File: src/rtl/clk_div_prog.sv
// Programmable multi-channel clock divider: per-channel high/low phase lengths,
// staged config writes applied at period boundaries, and a global phase-align sync.
module clk_div_prog #(
  parameter int NUM_CH   = 2,
  parameter int CNT_W    = 8,
  parameter int CH_W     = 1,
  parameter int DEF_HIGH = 3,
  parameter int DEF_LOW  = 3
) (
  input  logic              clk,
  input  logic              reset,
  input  logic [NUM_CH-1:0] en,
  input  logic              sync,
  input  logic              cfg_wr,
  input  logic [CH_W-1:0]   cfg_ch,
  input  logic [CNT_W-1:0]  cfg_high,
  input  logic [CNT_W-1:0]  cfg_low,
  output logic [NUM_CH-1:0] clk_out,
  output logic [NUM_CH-1:0] rise_pulse,
  output logic [NUM_CH-1:0] fall_pulse,
  output logic [NUM_CH-1:0] cfg_pending
);

  localparam logic [CNT_W-1:0] ONE      = CNT_W'(1);
  localparam logic [CNT_W-1:0] RST_HIGH = (DEF_HIGH < 1) ? ONE : CNT_W'(DEF_HIGH);
  localparam logic [CNT_W-1:0] RST_LOW  = (DEF_LOW < 1) ? ONE : CNT_W'(DEF_LOW);
  localparam logic [0:0]       PH_LOW   = 1'b0;
  localparam logic [0:0]       PH_HIGH  = 1'b1;

  // A zero length is stored as one so every phase lasts at least a cycle.
  logic [CNT_W-1:0] wr_high;
  logic [CNT_W-1:0] wr_low;
  assign wr_high = (cfg_high == '0) ? ONE : cfg_high;
  assign wr_low  = (cfg_low == '0) ? ONE : cfg_low;

  for (genvar g = 0; g < NUM_CH; g++) begin : g_ch
    logic [0:0]       phase;
    logic [CNT_W-1:0] cnt;
    logic [CNT_W-1:0] act_high;
    logic [CNT_W-1:0] act_low;
    logic [CNT_W-1:0] pend_high;
    logic [CNT_W-1:0] pend_low;
    logic             pending;
    logic             rise_q;
    logic             fall_q;
    logic             wr_hit;
    logic             at_end;
    logic             apply;

    // Out-of-range channel numbers never match any generated index.
    assign wr_hit = cfg_wr && (cfg_ch == CH_W'(g));
    assign at_end = (phase == PH_HIGH) ? (cnt >= act_high - ONE)
                                       : (cnt >= act_low - ONE);
    // Pending values land whenever the channel restarts a period from scratch.
    assign apply  = !en[g] || sync || ((phase == PH_HIGH) && at_end);

    always_ff @(posedge clk) begin
      if (!reset) begin
        phase     <= PH_LOW;
        cnt       <= '0;
        act_high  <= RST_HIGH;
        act_low   <= RST_LOW;
        pend_high <= RST_HIGH;
        pend_low  <= RST_LOW;
        pending   <= 1'b0;
        rise_q    <= 1'b0;
        fall_q    <= 1'b0;
      end else begin
        rise_q <= 1'b0;
        fall_q <= 1'b0;
        if (!en[g]) begin
          phase <= PH_LOW;
          cnt   <= '0;
        end else if (sync) begin
          fall_q <= (phase == PH_HIGH);
          phase  <= PH_LOW;
          cnt    <= '0;
        end else if (at_end) begin
          cnt <= '0;
          if (phase == PH_LOW) begin
            phase  <= PH_HIGH;
            rise_q <= 1'b1;
          end else begin
            phase  <= PH_LOW;
            fall_q <= 1'b1;
          end
        end else begin
          cnt <= cnt + ONE;
        end

        if (apply && pending) begin
          act_high <= pend_high;
          act_low  <= pend_low;
        end

        // A write coinciding with an apply is staged for the next one.
        if (wr_hit) begin
          pend_high <= wr_high;
          pend_low  <= wr_low;
          pending   <= 1'b1;
        end else if (apply) begin
          pending <= 1'b0;
        end
      end
    end

    assign clk_out[g]     = phase;
    assign rise_pulse[g]  = rise_q;
    assign fall_pulse[g]  = fall_q;
    assign cfg_pending[g] = pending;
  end

endmodule

File: config.mk
export PLATFORM = sky130hd
export DESIGN_NAME = clk_div_prog
export DESIGN_NICKNAME = d
export VERILOG_FILES = /design/src/rtl/clk_div_prog.sv
export SDC_FILE = /design/constraint.sdc
export NUM_CORES = 1
export LEC_CHECK = 0
export BUFFER_PORTS_ARGS = -buffer_cell sky130_fd_sc_hd__buf_2
export CAP_MARGIN = 20
export CORE_ASPECT_RATIO = 0.5
export CORE_MARGIN = 3
export CORE_UTILIZATION = 50
export CTS_BUF_LIST = sky130_fd_sc_hd__clkbuf_16
export DETAILED_ROUTE_END_ITERATION = 8
export PLACE_DENSITY = 0.64
export SYNTH_ARGS = -nofsm -noshare
export SYNTH_HDL_FRONTEND = slang
export SYNTH_SLANG_ARGS = --single-unit
File: constraint.sdc
create_clock -name clk -period 3 [get_ports clk]
set_input_delay 0.15 -clock clk [delete_from_list [all_inputs] [get_ports clk]]
set_output_delay 0.15 -clock clk [all_outputs]
set_load 0.01 [all_outputs]
==> qor.txt, run 1 <==
Synth top area cells - dfxtp_1 (38%), nand2_1 (10%), ha_1 (10%), mux2i_1 (6.0%), xnor2_1 (4.3%)
Postcts setup bufs - 0
Post-DR wirelength/cell - 13.47 um
Post-synth ARST share - 0%
Layout Skew - 0.004934 ns
CP max-delay cell - or4_4
Worst Setup End Kind - flop
Later-pin clock latency in the skew report - 0.33 ns
Pre-antenna DRT Iters - 4
Tot Pwr - 2.454 mW
Row count - 24
Pins over their slew limit - 0
Grt met1 use - 24.53%
# Max-Cap Violations - 0
Share of the synthesized area in the top cell type - 37.74%
Share of layout cells above drive strength 1 - 10.73%
Final hold vios - 0
IO Port Bufs - 30
Post-Syn Nets - 598
F_max - 0.3873 GHz
DRT iter0 DRCs - 185
Cell Pwr Density - 478.7 nW/um2
Post-synth EDFFs - 0
Yosys top cell by area - dfxtp_1
Clock buffer depth - 2
Die W - 142.7 um
Die area - 10600 um2
Setup TNS - 0 ns
Period minus WS final - 2.582 ns
Netlist cell types - 45
CP bufs+invs - 0
Commonest non-fill, non-tap cell in the layout - nand2_1
Met2 Resource Use GR - 28.95%
Root buf cell - clkbuf_16
Ys flop type - dfxtp_1
Clock-pin slew on the worst setup and hold paths - 0.06 ns
Slew margin rel. - 29.69%
Initial Util - 52.52%
# resized after CTS - 0
Critical path class - flop to flop
Psw - 0.5588 mW
Internal - 1.895 mW
Part of the power in the clock network - 43.4%
Critical path startpoint category - flop
Mapped Cells - 537
Sw frac - 22.77%
CTS H-Tree Depth - 3
Ant diodes - 0
Core ar. - 8889 um2
Die Y - 74.33 um
Total Nets Final - 615
Detail Route Antenna Nets - 0
Final period util - 86.07%
Synthesized area - 4668 um2
Yosys warns - 0
Worst-Margin Slew - 1.052 ns
Synth Register Bits - 88
CTS tree - done
Hold Path Stages - 3
Comb pwr share - 6.9%
Vias per std cell - 5.170
CP cell instances - nor4_1, nand2_1, xor2_1, ha_1, and4_1, o21ai_1, nor3_2, or4_4, nor3b_2
Area growth from synthesis to layout - 9.810%
Overall Global Routing Usage - 18.02%
Sequential share of the synthesized area - 37.74%
Cts hold-fix bufs - 0
Pin count of the biggest net entering global routing - 60
Maximum vdd drop - 280.4 uV
Met3 Track Usage GR - 4.239%
Ports - 31
Pleak - 1.999 nW
Congestion Overflow GR - 0
Layout fillers - 829
Initial antenna violation count - 0
Worst Hold Class - input pin to flop
Setup violators final - 0
Outcome - completed
CP Max Fanout - 9
Global-route wire length before repair - 15320 um
DR DRC count - 0
Crit-path leading delay family - simple AND/OR/NAND/NOR gates
Vias in the first global route - 3265
Commonest cells after routing, fill and taps aside - nand2_1 (130), dfxtp_1 (88), ha_1 (38), buf_2 (30), mux2i_1 (28)
Num CTS Buffers - 9
Clock Sinks - 88
Routability cong. - 0.8258
Final WL - 9106 um
Busiest grt layer - met2
Avg Cell Area, Syn - 8.693 um2
Number of cells on the critical path - 9
Seq pwr share - 49.7%
Arr. time, crit path - 2.79 ns
Via Count - 3495
Required time worst endpoint - 3.20 ns
Detailed placement HPWL - 6574 um
Max incr delay on CP - 0.59 ns
Cell count of the worst reg-to-reg path - 9
RSZ-0062 raised after global routing - no
[sequential cells by signal, summed over array words and instances (netlist names)]
signal          flops
g_ch.act_high      16
g_ch.pending        2
g_ch.pend_low      16
g_ch.act_low       16
g_ch.pend_high     16
g_ch.cnt           16
g_ch.fall_q         2
g_ch.rise_q         2
g_ch.phase          2
[final timing paths]
| kind | slack [ns] | startpoint | end |
|---|---|---|---|
| hold reg to reg | 0.46 | g_ch[0].pend_low[7]$_SDFFE_PN0P_ | g_ch[0].act_low[7]$_SDFFE_PN0P_ |
| setup reg to reg | 0.42 | g_ch[0].act_low[2]$_SDFFE_PN0P_ | g_ch[0].phase$_SDFFE_PP0P_ |
| hold / removal | 0.06 | cfg_high[1] | g_ch[0].pend_high[1]$_SDFFE_PN1P_ |
| setup / recovery | 0.42 | g_ch[0].act_low[2]$_SDFFE_PN0P_ | g_ch[0].phase$_SDFFE_PP0P_ |
[cell type report]
type | instances | area [um2] | area share, %
multi-input combinational | 404 | 2691 | 52.50
clock buffer | 9 | 225.2 | 4.393
clock inverter | 7 | 53.80 | 1.050
sequential | 88 | 1762 | 34.37
inverter | 16 | 60.06 | 1.172
tap | 117 | 146.4 | 2.856
timing repair buffer | 35 | 187.7 | 3.661
[metrics by stage]
step	hold slack [ns]	util [%]	setup slack, ns	std cells	cell area [um2]
global placement	0.3888	54.53	0.4631	660	4847
detailed placement	0.3949	54.53	0.4265	660	4847
floorplan	0.2742	-	0.5804	537	4668
finish	0.06233	57.67	0.4178	676	5126
CTS	0.04319	57.67	0.4196	676	5126
global route	0.05969	57.67	0.1763	676	5126
[cell usage after synthesis (2+ instances only)]
| cell type | n |
|---|---|
| inv_1 | 15 |
| ha_1 | 38 |
| nand3_1 | 18 |
| buf_4 | 8 |
| nand2b_1 | 2 |
| o21ai_1 | 8 |
| a21boi_0 | 25 |
| clkbuf_1 | 18 |
| xnor2_1 | 23 |
| nor2b_1 | 13 |
| a211o_1 | 2 |
| nand4_1 | 2 |
| a211oi_2 | 8 |
| o21a_1 | 4 |
| buf_6 | 2 |
| a31oi_1 | 2 |
| o21ai_0 | 5 |
| nor3_1 | 18 |
| and3_1 | 4 |
| xor2_1 | 13 |
| a21oi_1 | 20 |
| mux2i_1 | 28 |
| nor4_1 | 6 |
| dfxtp_1 | 88 |
| nand2_1 | 130 |
| nor2_1 | 14 |
| o211ai_1 | 5 |
[cell families (layout without fill, tap and decap cells)]
logic type	after synthesis	count (layout)	synth area share, %
buf+inv	45	67	4.610
compound gates	88	88	14.13
simple gates	214	214	20.58
xor+xnor	36	36	6.754
fa+ha+maj	38	38	10.19
flops	88	88	37.74
mux	28	28	6.004
[metal layers]
metal	vias up	part of all wire [%]	wire length [um]
met3	10	1.9	173
li1	1875	-	-
met2	19	42	3848
met5	-	0	0
met1	1591	55	4975
met4	0	1.2	108
[power by group through the flow]
stage / registers [mW] / logic, mW / clock network (mW)
finish: 1.22 / 0.170 / 1.07
global route: 1.22 / 0.191 / 1.13
CTS: 1.22 / 0.171 / 1.10
detailed placement: 1.24 / 0.170 / 0
global placement: 1.24 / 0.168 / 0
floorplan: 1.24 / 0.125 / 0
[tightest hold or removal path, delay by kind of cell]
kind                   cells  cell delay, ns
AND/OR/NAND/NOR            2            0.11
buffers and inverters      1            0.10
Power figures use the tool's default switching activity.
==> inputs of run 2 (changes only) <==
--- a/config.mk
+++ b/config.mk
@@ -11,5 +11,4 @@
 export CORE_MARGIN = 3
 export CORE_UTILIZATION = 50
-export CTS_BUF_LIST = sky130_fd_sc_hd__clkbuf_16
 export DETAILED_ROUTE_END_ITERATION = 8
 export PLACE_DENSITY = 0.64
==> constraint.sdc (replaced) <==
create_clock -name clk -period 3 [get_ports clk]
set_input_delay 0.15 -clock clk [delete_from_list [all_inputs] [get_ports clk]]
set_output_delay 0.15 -clock clk [all_outputs]
set_load 0.05 [all_outputs]
==> qor.txt, run 2 (synthesis gave the netlist of run 1 again) <==
Outcome - completed
Final WS setup - 0.4217 ns (+0.003924 ns)
Area growth from synthesis to layout - 10.67%
Vias in the first global route - 3280 (+0.46%)
Critical path class - flop to flop
Slew margin rel. - 29.73% (+0.034 points)
Setup violators final - 0 (unchanged)
CP Max Fanout - 9 (unchanged)
Root buf cell - clkbuf_16
Pleak - 2.017 nW (+0.92%)
Vias per std cell - 5.203 (+0.63%)
Hold Path Stages - 3 (unchanged)
HP Start - cfg_high[1]
Layout Skew - 0.005315 ns (+0.0003814 ns)
Core ar. - 8889 um2 (unchanged)
Num CTS Buffers - 9 (unchanged)
RSZ-0062 raised after global routing - no
# resized after CTS - 0 (unchanged)
Pins over their slew limit - 0 (unchanged)
DR DRC count - 0 (unchanged)
Required time worst endpoint - 3.20 ns (about the same)
F_max - 0.3879 GHz (+0.15%)
CTS tree - done
Detailed placement HPWL - 6574 um (unchanged)
Commonest cells after routing, fill and taps aside - nand2_1 (130), dfxtp_1 (88), ha_1 (38), buf_2 (30), mux2i_1 (28)
Total Nets Final - 615 (unchanged)
Period minus WS final - 2.578 ns (-0.003924 ns)
Later-pin clock latency in the skew report - 0.33 ns (about the same)
Share of layout cells above drive strength 1 - 11.45% (+0.72 points)
Global-route wire length before repair - 15350 um (+0.22%)
CTS H-Tree Depth - 3 (unchanged)
Hold Path Sink - g_ch[0].pend_high[1]$_SDFFE_PN1P_
Routability cong. - 0.8258 (unchanged)
IO Port Bufs - 30 (unchanged)
Reg-to-reg setup timing slack - 0.42 ns (about the same)
Sequential cell area - 1762 um2 (unchanged)
Commonest non-fill, non-tap cell in the layout - nand2_1
Congestion Overflow GR - 0 (unchanged)
DRT iter0 DRCs - 190 (+2.7%)
Die area - 10600 um2 (unchanged)
Pin count of the biggest net entering global routing - 60 (unchanged)
Row count - 24 (unchanged)
Die Y - 74.33 um (unchanged)
Layout fillers - 822 (-0.84%)
Post-place setup slack - 0.4265 ns (unchanged)
Post-DR wirelength/cell - 13.53 um (+0.42%)
Worst r2r dst - g_ch[0].phase$_SDFFE_PP0P_
Detail Route Antenna Nets - 0 (unchanged)
Cell Pwr Density - 497.1 nW/um2 (+3.8%)
Overall Global Routing Usage - 18.06% (+0.042 points)
Clock-pin slew on the worst setup and hold paths - 0.06 ns (about the same)
Worst r2r src - g_ch[0].act_low[2]$_SDFFE_PN0P_
Clock buffer depth - 2 (unchanged)
Critical path startpoint category - flop
Postcts setup bufs - 0 (unchanged)
Setup TNS - 0 ns (unchanged)
Initial antenna violation count - 0 (unchanged)
# Max-Cap Violations - 0 (unchanged)
Pre-antenna DRT Iters - 4 (unchanged)
Worst Setup End Kind - flop
Hold_ws - 0.06230 ns (-0.00002360 ns)
Die W - 142.7 um (unchanged)
Worst Hold Class - input pin to flop
Ports - 31 (unchanged)
Initial Util - 52.52% (unchanged)
Worst-Margin Slew - 1.052 ns (-0.0005163 ns)
Final hold vios - 0 (unchanged)
Finished Core Util - 58.12% (+0.45 points)
Final period util - 85.94% (-0.13 points)
Clock Sinks - 88 (unchanged)
Ant diodes - 0 (unchanged)
Maximum vdd drop - 284.1 uV (+1.3%)
Arr. time, crit path - 2.78 ns (about the same)
Final WL - 9144 um (+0.42%)
Cts hold-fix bufs - 0 (unchanged)
Footprint of the multi-input gates - 2691 um2 (unchanged)
Via Count - 3517 (+0.63%)
Cell count of the worst reg-to-reg path - 9 (unchanged)
[run 2: layout make-up]
type / count / share of cell area [%]
Clock buffer: 14 / 5.498
Clock inverter: 2 / 0.6781
Inverter: 16 / 1.163
Multi-Input combinational cell: 404 / 52.09
Sequential cell: 88 / 34.10
Tap cell: 117 / 2.834
Timing Repair Buffer: 35 / 3.633
[run 2: report_power, final]
group | total (mW) | switching (mW) | internal [mW] | leakage, nW
logic | 0.176 | 0.109 | 0.0670 | 1.14
registers | 1.22 | 0.0194 | 1.20 | 0.715
clock network | 1.17 | 0.439 | 0.735 | 0.159
[run 2: per-stage QoR]
| stage | cell area (um2) | total power [mW] | std cells |
|---|---|---|---|
| final | 5166 | 2.568 | 676 |
| after global routing | 5166 | 2.658 | 676 |
| after CTS | 5166 | 2.599 | 676 |
| after detailed placement | 4847 | 1.419 | 660 |
| after global placement | 4847 | 1.418 | 660 |
| after floorplan | 4668 | 1.369 | 537 |
[run 2: worst max-delay path by stage]
stage,from,cells past startpoint,slack (ns),to
floorplan,g_ch[0].act_low[2]$_SDFFE_PN0P_,10,0.58,g_ch[0].phase$_SDFFE_PP0P_
global route,g_ch[0].act_high[2]$_SDFFE_PN0P_,10,0.17,g_ch[0].cnt[6]$_SDFF_PP0_
CTS,g_ch[0].act_low[2]$_SDFFE_PN0P_,9,0.42,g_ch[0].phase$_SDFFE_PP0P_
detailed placement,g_ch[0].act_low[2]$_SDFFE_PN0P_,9,0.43,g_ch[0].phase$_SDFFE_PP0P_
finish,g_ch[0].act_low[2]$_SDFFE_PN0P_,9,0.42,g_ch[0].phase$_SDFFE_PP0P_
global placement,g_ch[1].act_high[2]$_SDFFE_PN0P_,11,0.46,g_ch[1].act_low[1]$_SDFFE_PN1P_
[run 2: worst max-delay path, cell delays in order, from the launching register on]
cell and delay [ns]:
dfxtp_1 0.35, nor4_1 0.39, nand2_1 0.11, xor2_1 0.16
ha_1 0.30, and4_1 0.20, o21ai_1 0.09, nor3_2 0.07
or4_4 0.59, nor3b_2 0.19
[run 2: routing by layer]
layer,track usage [%],wire length (um),up-vias,part of all wire [%]
li1,-,-,1874,-
met1,24.45,4942,1607,54
met2,29.21,3905,26,43
met3,4.239,187,10,2.0
met4,5.374,108,0,1.2
met5,0,0,-,0
